**src/rtl/divsqrt_issue_ctrl.sv**
```systemverilog
// Issue controller for the shared divide/square-root datapath.
// Two requesters are arbitrated round-robin, and at most one operation is issued
// per cycle into a fixed-latency datapath. A tag delay line tracks the operations
// in flight. Results come back through a response FIFO, and credits make sure
// that FIFO can never overflow.
module divsqrt_issue_ctrl #(
   parameter int LAT        = 3,
   parameter int FIFO_DEPTH = 4
) (
   input  logic        clk,
   input  logic        rst_n,
   input  logic [1:0]  req_valid,
   output logic [1:0]  req_ready,
   input  logic [3:0]  req_opcode,
   input  logic [1:0]  req_fmt,
   input  logic [63:0] req_x,
   input  logic [63:0] req_y,
   output logic [1:0]  dp_opcode,
   output logic        dp_fmt,
   output logic [31:0] dp_x,
   output logic [31:0] dp_y,
   input  logic [31:0] dp_r,
   output logic        rsp_valid,
   input  logic        rsp_ready,
   output logic        rsp_id,
   output logic [31:0] rsp_data,
   output logic        busy
);

   localparam int CW = $clog2(FIFO_DEPTH + 1);
   localparam int PW = (FIFO_DEPTH > 1) ? $clog2(FIFO_DEPTH) : 1;
   localparam logic [CW:0]   DEPTH_OCC = (CW + 1)'(FIFO_DEPTH);
   localparam logic [CW-1:0] FULL_CNT  = CW'(FIFO_DEPTH);
   localparam logic [PW-1:0] LAST_PTR  = PW'(FIFO_DEPTH - 1);

   logic [CW-1:0] inflight_cnt;
   logic [CW-1:0] fifo_cnt;
   logic [CW:0]   occupancy;
   logic          credit_ok;
   logic          prio;
   logic [1:0]    grant;
   logic          gnt_id;
   logic          issue;
   logic [LAT-1:0] dl_v;
   logic [LAT-1:0] dl_tag;
   logic          retire;
   logic          push;
   logic          pop;
   logic [PW-1:0] wr_ptr;
   logic [PW-1:0] rd_ptr;
   logic [32:0]   mem [FIFO_DEPTH];
   logic [32:0]   head;

   // Wraps a FIFO pointer at the depth, which does not have to be a power of two.
   function automatic logic [PW-1:0] ptr_next(input logic [PW-1:0] p);
      return (p == LAST_PTR) ? '0 : p + PW'(1);
   endfunction

   // Credits: every in-flight op has a FIFO slot reserved for it. A pop frees
   // its slot only from the next cycle on, because this uses register values.
   always_comb begin
      occupancy = {1'b0, inflight_cnt} + {1'b0, fifo_cnt};
      credit_ok = occupancy < DEPTH_OCC;
   end

   // Round-robin grant. It is held at zero while reset is asserted, so that
   // req_ready drops at once.
   always_comb begin
      grant  = 2'b00;
      gnt_id = 1'b0;
      if (rst_n && credit_ok) begin
         if (req_valid[prio]) begin
            grant[prio] = 1'b1;
            gnt_id      = prio;
         end else if (req_valid[~prio]) begin
            grant[~prio] = 1'b1;
            gnt_id       = ~prio;
         end
      end
   end

   assign req_ready = grant;
   assign issue     = |grant;
   assign retire    = dl_v[LAT-1];
   assign push      = retire;
   assign pop       = rsp_valid & rsp_ready;

   // Datapath operand registers and priority pointer; both change only on an issue.
   always_ff @(posedge clk or negedge rst_n) begin
      if (!rst_n) begin
         prio      <= 1'b0;
         dp_opcode <= 2'b00;
         dp_fmt    <= 1'b0;
         dp_x      <= 32'h0;
         dp_y      <= 32'h0;
      end else if (issue) begin
         prio      <= ~gnt_id;
         dp_opcode <= gnt_id ? req_opcode[3:2] : req_opcode[1:0];
         dp_fmt    <= req_fmt[gnt_id];
         dp_x      <= gnt_id ? req_x[63:32] : req_x[31:0];
         dp_y      <= gnt_id ? req_y[63:32] : req_y[31:0];
      end
   end

   // Tag delay line, shifted every cycle. The last stage lines up with dp_r.
   always_ff @(posedge clk or negedge rst_n) begin
      if (!rst_n) begin
         dl_v   <= '0;
         dl_tag <= '0;
      end else begin
         for (int s = LAT - 1; s > 0; s--) begin
            dl_v[s]   <= dl_v[s-1];
            dl_tag[s] <= dl_tag[s-1];
         end
         dl_v[0]   <= issue;
         dl_tag[0] <= issue & gnt_id;
      end
   end

   // Occupancy counters for the in-flight ops and the FIFO entries.
   always_ff @(posedge clk or negedge rst_n) begin
      if (!rst_n) begin
         inflight_cnt <= '0;
         fifo_cnt     <= '0;
      end else begin
         case ({issue, retire})
            2'b10:   inflight_cnt <= inflight_cnt + CW'(1);
            2'b01:   inflight_cnt <= inflight_cnt - CW'(1);
            default: inflight_cnt <= inflight_cnt;
         endcase
         case ({push, pop})
            2'b10:   fifo_cnt <= fifo_cnt + CW'(1);
            2'b01:   fifo_cnt <= fifo_cnt - CW'(1);
            default: fifo_cnt <= fifo_cnt;
         endcase
      end
   end

   // FIFO read and write pointers.
   always_ff @(posedge clk or negedge rst_n) begin
      if (!rst_n) begin
         wr_ptr <= '0;
         rd_ptr <= '0;
      end else begin
         if (push) wr_ptr <= ptr_next(wr_ptr);
         if (pop)  rd_ptr <= ptr_next(rd_ptr);
      end
   end

   // FIFO storage. It has no reset, because entries are visible only through fifo_cnt.
   always_ff @(posedge clk) begin
      if (push) mem[wr_ptr] <= {dl_tag[LAT-1], dp_r};
   end

   // Head of the FIFO, forced to zero when the FIFO is empty.
   always_comb begin
      head      = mem[rd_ptr];
      rsp_valid = (fifo_cnt != '0);
      rsp_id    = rsp_valid & head[32];
      rsp_data  = rsp_valid ? head[31:0] : 32'h0;
      busy      = (inflight_cnt != '0) | rsp_valid;
   end

   // Credits reserve a slot for every op before it issues, so a full FIFO can never see a push.
   a_no_overflow: assert property (@(posedge clk) disable iff (!rst_n)
      !(push && (fifo_cnt == FULL_CNT)));

endmodule

```
**config.mk**
```make
export PLATFORM = sky130hd
export DESIGN_NAME = divsqrt_issue_ctrl
export DESIGN_NICKNAME = d
export VERILOG_FILES = /design/src/rtl/divsqrt_issue_ctrl.sv
export SDC_FILE = /design/constraint.sdc
export NUM_CORES = 1
export LEC_CHECK = 0
export CELL_PAD_IN_SITES_DETAIL_PLACEMENT = 0
export CELL_PAD_IN_SITES_GLOBAL_PLACEMENT = 1
export CORE_MARGIN = 3
export CORE_UTILIZATION = 35
export CTS_CLUSTER_SIZE = 28
export DETAILED_ROUTE_END_ITERATION = 16
export PLACE_DENSITY = 0.84
export SLEW_MARGIN = 20
export SYNTH_ARGS = -nofsm -noshare
export SYNTH_HDL_FRONTEND = slang
export SYNTH_SLANG_ARGS = --single-unit
```
**constraint.sdc**
```tcl
create_clock -name clk -period 2.43 [get_ports clk]
set_clock_uncertainty 0.2 [all_clocks]
set_input_delay 0.486 -clock clk [delete_from_list [all_inputs] [get_ports clk]]
set_output_delay 0.486 -clock clk [all_outputs]
set_load 0.02 [all_outputs]
```
; Word level (Yosys, flattened, before mapping)
; Memory sizes are Yosys's and may differ from the RTL's.
; Index checks and enable logic that the tools add are counted.
[word_totals]
word_cells = 71
in_bits = 171
mem_bits_rw = 132
memories = 1
out_inout_bits = 104
regBits = 84
[op_classes]
eq_ne = 6
n_addsub = 7
bitwise = 6
reduce_logical = 8
n_lt_le_gt_ge = 6
n_mux = 26
[memory_table]
columns = name, depth, width, read_ports, rd_clocked_by_memory_dff, write_ports, line_no
row1 = mem, 4, 33, 1, 0, 1, 51  ; logic [32:0] mem [FIFO_DEPTH];
[ops]
columns = operator, n
row1 = 32-bit 2-to-1 mux, 3
row2 = 1-bit 2-to-1 mux, 13
row3 = 2-bit 2-to-1 mux, 6
row4 = 3-bit case mux with 2 select lines, 2
row5 = "2-bit equality test, second input constant", 4
row6 = "3-bit by 1-bit adder with 3-bit output, second input constant", 2
row7 = "1-bit by 2-bit < comparator with 1-bit output, second input constant", 3
row8 = 3-bit nonzero test, 2
row9 = "3-bit by 1-bit subtractor with 3-bit output, second input constant", 2
row10 = "2-bit by 1-bit adder with 2-bit output, second input constant", 2
row11 = 3-bit by 3-bit adder with 4-bit output, 1
row12 = "2-bit by 1-bit equality test with 1-bit output, second input constant", 2
row13 = "4-bit by 3-bit < comparator with 1-bit output, second input constant", 1
row14 = 2-bit nonzero test, 2
row15 = 1-bit bitwise AND, 3
row16 = 1-bit logical AND, 3
row17 = 1-bit demux with 1-bit select, 2
row18 = "1-bit greater-or-equal comparator, second input constant", 2
row19 = 1-bit inverter, 2
row20 = 2-bit OR reduction, 1
row21 = 1-bit OR, 1

; Depth between registers and ports, before layout
[depth]
word_depth = 11
depth_mapped = 10
mapped_depth_nobuf = 9

; Worst setup path before layout
; No wires, ideal clock.
[synth_path]
kind = flip-flop to output port
startpoint = register inflight_cnt[2]
endpoint = output port req_ready[1]
setup_slack_ns = -0.129
required_ns = 1.744
n_path_buf = 2
stages_incl_launch_ff = 7
t_arrival_ns = 1.873
path_cell_list = dfrtp_1 -> ha_1 -> nor4b_1 -> buf_2 -> buf_2 -> nand2_1 -> nor3_1
[synth_via]
elab_chain_cells = 4
[synth_rtl]
columns = item, line_no
row1 = start: declaration, 36  ; logic [CW-1:0] inflight_cnt;
row2 = start signal: assignment, 127  ; 2'b10: inflight_cnt <= inflight_cnt + CW'(1);
row3 = start signal: assignment, 128  ; 2'b01: inflight_cnt <= inflight_cnt - CW'(1);
row4 = start signal: assignment, 129  ; default: inflight_cnt <= inflight_cnt;
row5 = 3-bit by 3-bit adder with 4-bit output, 62  ; occupancy = {1'b0, inflight_cnt} + {1'b0, fifo_cnt};
row6 = 4-bit by 3-bit < comparator with 1-bit output, 63  ; credit_ok = occupancy < DEPTH_OCC;
row7 = 1-bit logical AND, 71  ; if (rst_n && credit_ok) begin
row8 = 2-bit 2-to-1 mux, 71
row9 = end: declaration, 13  ; output logic [1:0] req_ready,
; Every way passes these cells.

; Worst setup path after layout
[layout_path]
startpoint = register fifo_cnt[2]
endpoint = output port rsp_data[8]
[layout_via]
elab_chain_cells = 2
[layout_rtl]
columns = item, line_no
row1 = start: declaration, 37  ; logic [CW-1:0] fifo_cnt;
row2 = start signal: assignment, 132  ; 2'b10: fifo_cnt <= fifo_cnt + CW'(1);
row3 = start signal: assignment, 133  ; 2'b01: fifo_cnt <= fifo_cnt - CW'(1);
row4 = start signal: assignment, 134  ; default: fifo_cnt <= fifo_cnt;
row5 = 3-bit nonzero test, 158  ; rsp_valid = (fifo_cnt != '0);
row6 = 32-bit 2-to-1 mux, 160  ; rsp_data = rsp_valid ? head[31:0] : 32'h0;
row7 = end: declaration, 26  ; output logic [31:0] rsp_data,
; Every way passes these cells.

==> results.md <==
- Flip-flop and latch area: 6070 µm²
- CTS tree: yes
- Hold depth: 0
- Final setup slack of the worst path: -0.296 ns
- Largest net degree at the start of global routing: approximately 140
- Yosys reg bits: 216
- Unrepaired setup endpoints after global routing: true
- Hold Fails Final Rpt: 0
- Least-Margin Pin Slew: 0.802 ns
- Worst-path clk slew: 0.06 ns
- Critical Path Sink Type: output pin
- Num rows: 60
- GP Congestion: 0.794
- Mapped Area: approximately 9600 µm²
- Die Y: 172 µm
- Number of H-tree levels: 1
- Pre-antenna DRT Iters: 5
- GRT overflow: 0
- CTS Buf Count: 24
- Seq/Total Area, Yosys: 0.630
- Slew HR: 0.465
- IO Pins: between 200 and 300
- P_leak: just under 5 nW
- Min Tclk post-route: between 2 and 3 ns
- Highest clock rate: 0.367 GHz
- Final worst-path cycle share: 1.12
- Dpl ws: -0.244 ns
- VDD IR max: 0.661 mV
- Initial Utilization: 0.356
- Via count of the first global-routing pass: a little over 7000
- Primary FF master, synth: edfxtp_1
- Cells after Synth: just under 700
- Max-slew violations: 0
- Area grow syn2layout: 44.9%
- Average wire per standard cell: 20.6 µm
- CP max FO: 5
- Worst EP required: roughly 1.7 ns
- Commonest non-fill, non-tap cells in the layout: 235 x clkdlybuf4s50_1, 132 x edfxtp_1, 115 x a31oi_1, 83 x dfrtp_1, 68 x o21ai_0
- # nets final: 1143
- Hold endpoint: dl_v[2]$_DFF_PN0_
- Initial antenna violation count: 2
- Routed WL: around 27000 µm
- FF-to-FF Start: fifo_cnt[2]$_DFFE_PN0P_
- CTS sink count: 216
- Core box area: 27000 µm²
- Footprint of the multi-input gates: 3290 µm²
- Worst-skew pair later-pin latency: between 0.5 and 0.6 ns
- Fill cells: approximately 2300
- Register-to-Register Path Depth: 10
- Vias per cell: 5.31
- Post-Syn Nets: around 860
- Overall global routing resource usage: 0.177
- Startpoint types: register
- Critical Setup Path Class: reg2out
- Final ANT Viol Nets: 0
- Crit path DAT: 2.04 ns
- Pwr dens: around 1300 nW/µm²
- Layout cell share with drive strength beyond 1: 0.223
- Min-delay src: dl_v[1]$_DFF_PN0_
- Final setup viols: 39
- Total chip power: around 18 mW
- Max clock buf depth: 3
- Drc violations: 0
- Synthesis Warnings: 0
- First-pass GRT wire length: 41100 µm
- Port buffer count: 274
- Most common cell after layout, fill and taps aside: clkdlybuf4s50_1
- Post-synth ARST share: 0.389
- Die Footprint: 29500 µm²
- Failing checks: negative setup slack
- Die W: 172 µm
- Worst reg2reg setup slack: -0.09 ns
- 1st-iter DRT viols: ~560
- Max Cap Violations: 0
- Root buffer cell: clkbuf_16
- Worst setup startpoint: fifo_cnt[2]$_DFFE_PN0P_
- Post-synth EDFFs: 132
- Vias: roughly 7000
- Status: finished, violations left
- Worst reg2reg endpoint: fifo_cnt[2]$_DFFE_PN0P_
- Hpwl dp: between 15000 and 20000 µm
- Synthesized area per cell: 14.2 µm²
- Synth cell types: 36
- Worst Hold Class: reg2reg
-- cell families after synthesis --
logic type,synth area share
simple gates,0.0865
compound gates,0.138
mux,0.0824
fa+ha+maj,0.0159
buf+inv,0.0420
xor+xnor,0.00546
flops,0.630
-- metal layers --
| metal | up-vias | GRT usage | part of all wire |
|---|---|---|---|
| met5 | - | 0 | 0.00026 |
| met4 | 2 | 0.0430 | 0.021 |
| met3 | 40 | 0.0649 | 0.10 |
| met2 | 319 | 0.289 | 0.49 |
| met1 | 3432 | 0.227 | 0.39 |
| li1 | 3216 | - | - |
-- sequential cells by signal, indices dropped and copies added (netlist names) --
name,cells
dp_fmt,1
fifo_cnt,3
rd_ptr,2
wr_ptr,2
inflight_cnt,3
dp_y,32
prio,1
dl_v,3
mem,132
dp_opcode,2
dp_x,32
dl_tag,3
-- per-stage QoR --
stage	utilization	TNS, ns	cells	area, µm²	hold WS (ns)
finish	0.516	-10.16	1320	14000	0.147
global route	0.516	-13.97	1320	14000	0.170
CTS	0.514	-10.46	1316	13900	0.147
global placement	0.476	-3.45	1262	12900	0.132
detailed placement	0.476	-4.09	1262	12900	0.135
floorplan	-	0	680	9640	-0.00959
-- worst max-delay path, stage by stage, from the launching register on --
cell and delay [ns]:
dfrtp_1 0.41, buf_6 0.13, or3_4 0.38, bufbuf_16 0.30, and2_1 0.16, buf_4 0.15
-- final cells by class --
class                   count  area share
clock buffers              31      0.0464
clock inverters            12      0.0131
inverters                  11     0.00296
flip-flops and latches    216       0.435
repair buffers            327       0.236
diodes                      1    0.000179
well taps                 341      0.0306
multi-input cells         381       0.236
-- repair_timing --
| action | CTS | global route |
|---|---|---|
| pin swaps | 10 | 5 |
| hold buffers | 1 | 0 |
| cloned | 4 | 0 |
| buffers inserted | 6 | 5 |
| gates resized for setup | 211 | 9 |
| endpoints found under the setup margin | 70 | 97 |
| endpoints found under the hold margin | 30 | 0 |
-- worst max-delay path by stage --
stage | depth (start not counted) | endpoint
final | 5 | rsp_data[8]
after global routing | 5 | rsp_data[8]
after CTS | 5 | rsp_data[14]
after detailed placement | 6 | req_ready[0]
after global placement | 6 | req_ready[0]
after floorplan | 6 | req_ready[0]
-- report_power, final --
group / leakage, nW / internal (mW) / switching [mW]
Clock: 0.386 / 2.31 / 1.45
Combinational: 2.43 / 4.19 / 4.22
Sequential: 2.15 / 4.86 / 0.502
Total: 4.97 / 11.4 / 6.17
-- Yosys cell counts, types with 3 or more instances --
master / instances / area [µm²]
mux4_2: 33 / 743
dfrtp_1: 84 / 2100
xor2_1: 4 / 35.0
o21ai_0: 68 / 340
and2_1: 37 / 231
buf_6: 4 / 45.0
edfxtp_1: 132 / 3960
a31oi_1: 115 / 719
clkbuf_1: 39 / 146
nor2_1: 3 / 11.3
a31oi_2: 20 / 250
buf_2: 23 / 115
buf_4: 3 / 22.5
ha_1: 9 / 113
inv_1: 9 / 33.8
nand3b_1: 67 / 503
Note: power is estimated with default switching activity, not from simulation.
